===== config.mk =====
export PLATFORM = sky130hd
export DESIGN_NAME = rom_loader_flat
export DESIGN_NICKNAME = d
export VERILOG_FILES = /design/src/rtl/rom_loader_pkg.sv /design/src/rtl/rom_loader_if.sv /design/src/rtl/rom_loader_packer.sv /design/src/rtl/rom_loader.sv /design/src/flat_wrapper.sv
export SDC_FILE = /design/constraint.sdc
export NUM_CORES = 1
export LEC_CHECK = 0
export CELL_PAD_IN_SITES_DETAIL_PLACEMENT = 1
export CELL_PAD_IN_SITES_GLOBAL_PLACEMENT = 1
export CORE_MARGIN = 2
export CORE_UTILIZATION = 30
export DETAILED_ROUTE_END_ITERATION = 10
export PLACE_DENSITY_LB_ADDON = 0.15
export SETUP_SLACK_MARGIN = 0.05
export SYNTH_ARGS = -nofsm -noshare
export SYNTH_HDL_FRONTEND = slang
export SYNTH_SLANG_ARGS = --single-unit

===== constraint.sdc =====
create_clock -name clk -period 2 [get_ports clk]
set_clock_uncertainty 0.2 [all_clocks]
set_input_delay 0.4 -clock clk [delete_from_list [all_inputs] [get_ports clk]]
set_output_delay 0.4 -clock clk [all_outputs]
set_load 0.005 [all_outputs]

===== src/rtl/rom_loader_pkg.sv =====
// Shared types and constants for the boot ROM loader.
package rom_loader_pkg;

  localparam int WORD_BYTES = 4;
  localparam int LANE_W     = $clog2(WORD_BYTES);

  typedef enum logic [2:0] {
    IDLE,
    FETCH,
    WRITE,
    DONE,
    ERROR
  } state_t;

endpackage


===== src/rtl/rom_loader_if.sv =====
// Valid/ready word write port from the ROM loader into CPU memory.
interface rom_loader_if;

  logic        mem_we;
  logic [31:0] mem_addr;
  logic [31:0] mem_wdata;
  logic        mem_ready;

  modport master (
    output mem_we,
    output mem_addr,
    output mem_wdata,
    input  mem_ready
  );

  modport slave (
    input  mem_we,
    input  mem_addr,
    input  mem_wdata,
    output mem_ready
  );

endinterface


===== src/rtl/rom_loader_packer.sv =====
// Little-endian byte-lane assembler: inserts one byte per capture, clears to zero.
module rom_loader_packer
  import rom_loader_pkg::*;
(
  input  logic              clk,
  input  logic              rst_n,
  input  logic [LANE_W-1:0] lane,
  input  logic [7:0]        data,
  input  logic              capture,
  input  logic              clear,
  output logic [31:0]       word
);

  logic [31:0] word_reg;

  // Clear wins over capture so a fresh word never inherits a stale byte.
  always_ff @(posedge clk) begin
    if (!rst_n || clear) begin
      word_reg <= '0;
    end else if (capture) begin
      word_reg[{lane, 3'b000} +: 8] <= data;
    end
  end

  assign word = word_reg;

endmodule


===== src/rtl/rom_loader.sv =====
// Boot loader: copies the program ROM into CPU memory as 32-bit words, then releases the CPU.
// Define ROM_LOADER_CHECKSUM_EN to build the running mod-256 byte checksum.
module rom_loader
  import rom_loader_pkg::*;
#(
  parameter logic [31:0] BASE_ADDR = 32'd0,
  parameter int          MAX_BYTES = 65536
) (
  input  logic         clk,
  input  logic         rst_n,
  input  logic         start,
  output logic [31:0]  rom_address,
  input  logic [7:0]   rom_byte,
  input  logic         rom_done,
  rom_loader_if.master mem,
  output logic         cpu_rst_n,
  output logic         load_complete,
  output logic         load_error,
  output logic [15:0]  word_count,
  output logic [7:0]   checksum
);

  localparam logic [31:0] LIMIT_ADDR = 32'(MAX_BYTES - 1);

  state_t      state_reg, state_next;
  logic [31:0] rom_address_reg;
  logic [15:0] word_count_reg;
  logic        last_reg;
  logic [31:0] buf_word;
  logic        capture, clear, handshake, lane_last, at_limit;

  assign capture   = (state_reg == FETCH);
  assign handshake = (state_reg == WRITE) && mem.mem_ready;
  assign clear     = handshake || ((state_reg == IDLE) && start);
  assign lane_last = (rom_address_reg[LANE_W-1:0] == LANE_W'(WORD_BYTES - 1));
  assign at_limit  = (rom_address_reg == LIMIT_ADDR);

  rom_loader_packer u_packer (
    .clk     (clk),
    .rst_n   (rst_n),
    .lane    (rom_address_reg[LANE_W-1:0]),
    .data    (rom_byte),
    .capture (capture),
    .clear   (clear),
    .word    (buf_word)
  );

  always_ff @(posedge clk) begin
    if (!rst_n) begin
      state_reg <= IDLE;
    end else begin
      state_reg <= state_next;
    end
  end

  // rom_done takes priority over the watchdog so a ROM ending exactly at the limit still loads.
  always_comb begin
    state_next = state_reg;
    case (state_reg)
      IDLE:    if (start) state_next = FETCH;
      FETCH: begin
        if (rom_done)       state_next = WRITE;
        else if (at_limit)  state_next = ERROR;
        else if (lane_last) state_next = WRITE;
      end
      WRITE:   if (mem.mem_ready) state_next = last_reg ? DONE : FETCH;
      DONE:    state_next = DONE;
      ERROR:   state_next = ERROR;
      default: state_next = IDLE;
    endcase
  end

  always_comb begin
    mem.mem_we     = 1'b0;
    mem.mem_wdata  = '0;
    mem.mem_addr   = BASE_ADDR + 32'({word_count_reg, 2'b00});
    cpu_rst_n      = 1'b0;
    load_complete  = 1'b0;
    load_error     = 1'b0;
    case (state_reg)
      WRITE: begin
        mem.mem_we    = 1'b1;
        mem.mem_wdata = buf_word;
      end
      DONE: begin
        cpu_rst_n     = 1'b1;
        load_complete = 1'b1;
      end
      ERROR:   load_error = 1'b1;
      default: ;
    endcase
  end

  always_ff @(posedge clk) begin
    if (!rst_n) begin
      rom_address_reg <= '0;
      word_count_reg  <= '0;
      last_reg        <= 1'b0;
    end else begin
      case (state_reg)
        IDLE: begin
          if (start) begin
            rom_address_reg <= '0;
            last_reg        <= 1'b0;
          end
        end
        FETCH: begin
          if (rom_done) begin
            last_reg <= 1'b1;
          end else if (!lane_last && !at_limit) begin
            rom_address_reg <= rom_address_reg + 32'd1;
          end
        end
        WRITE: begin
          if (mem.mem_ready) begin
            if (word_count_reg != 16'hFFFF) word_count_reg <= word_count_reg + 16'd1;
            if (!last_reg) rom_address_reg <= rom_address_reg + 32'd1;
          end
        end
        default: ;
      endcase
    end
  end

  assign rom_address = rom_address_reg;
  assign word_count  = word_count_reg;

`ifdef ROM_LOADER_CHECKSUM_EN
  logic [7:0] checksum_reg;

  always_ff @(posedge clk) begin
    if (!rst_n) begin
      checksum_reg <= '0;
    end else if (capture) begin
      checksum_reg <= checksum_reg + rom_byte;
    end
  end

  assign checksum = checksum_reg;
`else
  assign checksum = 8'd0;
`endif

endmodule


===== src/flat_wrapper.sv =====
// flat-port wrapper written by rule: the top's interface ports become plain ports
module rom_loader_flat import rom_loader_pkg::*;
#(
  parameter logic [31:0] BASE_ADDR = 32'd0,
  parameter int          MAX_BYTES = 65536
)
  (clk, rst_n, start, rom_address, rom_byte, rom_done, cpu_rst_n, load_complete, load_error, word_count, checksum, mem_mem_we, mem_mem_addr, mem_mem_wdata, mem_mem_ready);
  rom_loader_if mem_i ();
  input  logic clk;
  input  logic rst_n;
  input  logic start;
  output logic [31:0] rom_address;
  input  logic [7:0] rom_byte;
  input  logic rom_done;
  output logic cpu_rst_n;
  output logic load_complete;
  output logic load_error;
  output logic [15:0] word_count;
  output logic [7:0] checksum;
  output wire logic [$bits(mem_i.mem_we)-1:0] mem_mem_we;
  output wire logic [$bits(mem_i.mem_addr)-1:0] mem_mem_addr;
  output wire logic [$bits(mem_i.mem_wdata)-1:0] mem_mem_wdata;
  input wire logic [$bits(mem_i.mem_ready)-1:0] mem_mem_ready;
  assign mem_mem_we = mem_i.mem_we;
  assign mem_mem_addr = mem_i.mem_addr;
  assign mem_mem_wdata = mem_i.mem_wdata;
  assign mem_i.mem_ready = mem_mem_ready;
  rom_loader #(.BASE_ADDR(BASE_ADDR), .MAX_BYTES(MAX_BYTES)) u_core (.clk(clk), .rst_n(rst_n), .start(start), .rom_address(rom_address), .rom_byte(rom_byte), .rom_done(rom_done), .mem(mem_i), .cpu_rst_n(cpu_rst_n), .load_complete(load_complete), .load_error(load_error), .word_count(word_count), .checksum(checksum));
endmodule

==> metrics.md <==
| Metric | Value |
|---|---|
| Finished layout cell area | `approximately 8500 um2` |
| First-pass GRT wire length | `28.5 mm` |
| Required @ worst endpoint | `2.09 ns` |
| Power per cell area | `approximately 620 nW/um2` |
| Vias in the first global route | `~5400` |
| Worst skew pair latency | `approximately 0.35 ns` |
| CTS hold repair buffers | `0` |
| Reg area | `between 1500 and 2000 um2` |
| Synth unique cells | `59` |
| CTS tree | `yes` |
| Worst min path class | `flip-flop to flip-flop` |
| Max VDD drop | `about 0.45 mV` |
| DRC violation count after routing | `0` |
| DIE WIDTH | `about 130 um` |
| Synth area leader | `dfxtp_1` |
| Prevailing post-synth register cell | `dfxtp_1` |
| Die area | `roughly 17000 um2` |
| Worst Setup End Kind | `flip-flop` |
| Clock sinks | `84` |
| Fin nets | `between 800 and 900` |
| # rows | `45` |
| Filler instances | `roughly 1700` |
| Syn Std Cell Area | `4680 um2` |
| Slew Viols, Final | `0` |
| Placement Cell Area | `approximately 6600 um2` |
| Clock-pin slew on the worst setup and hold paths | `about 0.070 ns` |
| Unrepaired setup endpoints after global routing | `yes` |
| Lkg Pwr | `3.68 nW` |
| Most frequent cell after synthesis | `dfxtp_1` |
| IO buf count | `around 110` |
| Number of CTS-inserted buffers | `9` |
| Post-Route WL | `between 15 and 20 mm` |
| Die Y | `129 um` |
| DP Worst Slack | `-0.472 ns` |
| Via count | `5388` |
| GRT Total Usage | `21.8%` |
| Max frequency | `approximately 0.47 GHz` |
| Commonest cells in the netlist | `84 x dfxtp_1, 67 x nand2_1, 51 x nand3_1` |
| Core Box Area | `roughly 15000 um2` |
| DRT iter0 DRCs | `250` |
| Post-Syn Instances | `a little under 600` |
| Async set-reset flop share out of synthesis | `0%` |
| Failing checks | `setup timing` |
| # IOs | `137` |
| Drt pass-1 iters | `4` |
| EDFF count, synth | `0` |
| Yosys reg bits | `84` |
| Area contributors post-synth | `dfxtp_1 36%, buf_4 6.7%, nand3_1 5.5%` |
| Area share of the largest cell type after synthesis | `35.9%` |
| Max-cap violations | `0` |
| ANT cells | `0` |
| WL per Instance | `approximately 19 um` |
| Sequential area share after synthesis | `approximately 36%` |
| Post-DR vias/cell | `~5.3` |
| Status | `finished, violations left` |
| Layout area overhead | `82.3%` |
| Syn Area/Cell | `slightly below 8 um2` |
| Arrival time worst endpoint | `roughly 2.2 ns` |
| Multi-input combinational cell area | `between 3000 and 4000 um2` |
| Initial Util | `30.8%` |
| Routability cong. | `around 0.86` |
| Initial antenna violation count | `0` |
| Setup Viol. Count Final | `37` |
| Hpwl dp | `12.4 mm` |
| Worst-path fanout max | `6` |
| Hold Fails Final Rpt | `0` |
| Max Buffers Root-to-Sink | `2` |
| DRT antenna net count | `0` |
| Share of cells above drive strength 1 | `47.9%` |
| Clk root buf | `clkbuf_16` |
| Fin crit share | `107%` |
| Crit path time final | `between 2 and 2.5 ns` |
| Htree depth | `3` |
| Overall power | `between 5 and 6 mW` |
| GRT overflow | `0` |
| Critical path class | `flip-flop to flip-flop` |
| Final worst slack | `-0.136 ns` |
| Largest net degree at the start of global routing | `33` |
| Ys Warns | `0` |
| Critical Path Source Type | `flip-flop` |
==> cell usage in the layout (no fill, tap or decap), types with 7 or more instances in the layout <==
cell type	n
and3_1	10
a21oi_2	19
nand3_1	29
clkdlybuf4s50_1	46
and3_4	27
dfxtp_2	35
dfxtp_1	41
nand3_2	17
nor2_1	30
a21oi_1	30
xor2_1	14
clkbuf_16	10
dlymetal6s2s_1	23
xnor2_1	9
buf_12	10
conb_1	24
buf_6	61
o21ai_0	9
nand2_1	64
nand4b_1	7
nand4_1	29
buf_4	110
dfxtp_4	8
==> path summary, 6_finish.rpt <==
kind	start	end	slack, ns	depth (start not counted)
worst min-delay path	u_core.u_packer.word[25]	u_core.u_packer.word[25]	0.25	2
worst max-delay path	u_core.state_reg[1]	u_core.rom_address[29]	-0.14	6
worst min register to register	u_core.u_packer.word[25]	u_core.u_packer.word[25]	0.25	2
worst max register to register	u_core.state_reg[1]	u_core.rom_address[29]	-0.14	6
==> worst max-delay path, cell delays in order, from the launching register on <==
cell       delay, ns
dfxtp_4         0.38
buf_8           0.15
a211o_1         0.34
o2bb2ai_4       0.24
nand2_4         0.11
or4_4           0.52
a21boi_1        0.14
==> power by group <==
group	switching (mW)	total, mW	internal (mW)
Combinational	0.835	1.63	0.797
Clock	0.749	1.92	1.17
Sequential	0.0323	1.73	1.70
Total	1.62	5.28	3.67
==> cell families after synthesis <==
logic type	share of synthesized area (%)
AND/OR/NAND/NOR	32.9
AO/OA/AOI/OAI	13.9
flip-flops	35.9
buffers and inverters	10.3
XOR/XNOR	4.68
adder cells (fa/ha/maj)	1.60
multiplexers	0.642
other	0.0802
==> what timing repair did <==
action | 4_1_cts | 5_1_grt
setup buffers | 30 | 25
setup endpoints to repair | 129 | 154
pin swaps | 51 | 58
gates resized for setup | 277 | 185
gates cloned | 7 | 0
==> metrics by stage <==
stage,utilization [%],cells,hold slack [ns],setup TNS [ns]
floorplan,-,612,0.227,0
global placement,43.2,942,0.236,-14.67
detailed placement,43.2,942,0.245,-17.45
CTS,50.8,994,0.252,-3.39
global route,56.1,1017,0.274,-5.38
finish,56.1,1017,0.253,-2.17
==> metal layers <==
metal | GRT usage, % | routed length, um | vias up
met2 | 37.8 | 10500 | 136
met5 | 0 | 0 | -
met3 | 2.95 | 708 | 35
met4 | 8.82 | 527 | 0
met1 | 27.4 | 8120 | 2685
li1 | - | - | 2532
==> area by class of cell <==
type	count	area share [%]
multi-input cells	446	40.0
repair buffers	273	32.2
flip-flops and latches	84	20.6
clock buffers	11	2.98
well taps	188	2.76
clock inverters	5	0.968
inverters	10	0.558
No activity file was read; power rests on OpenSTA's default activity.
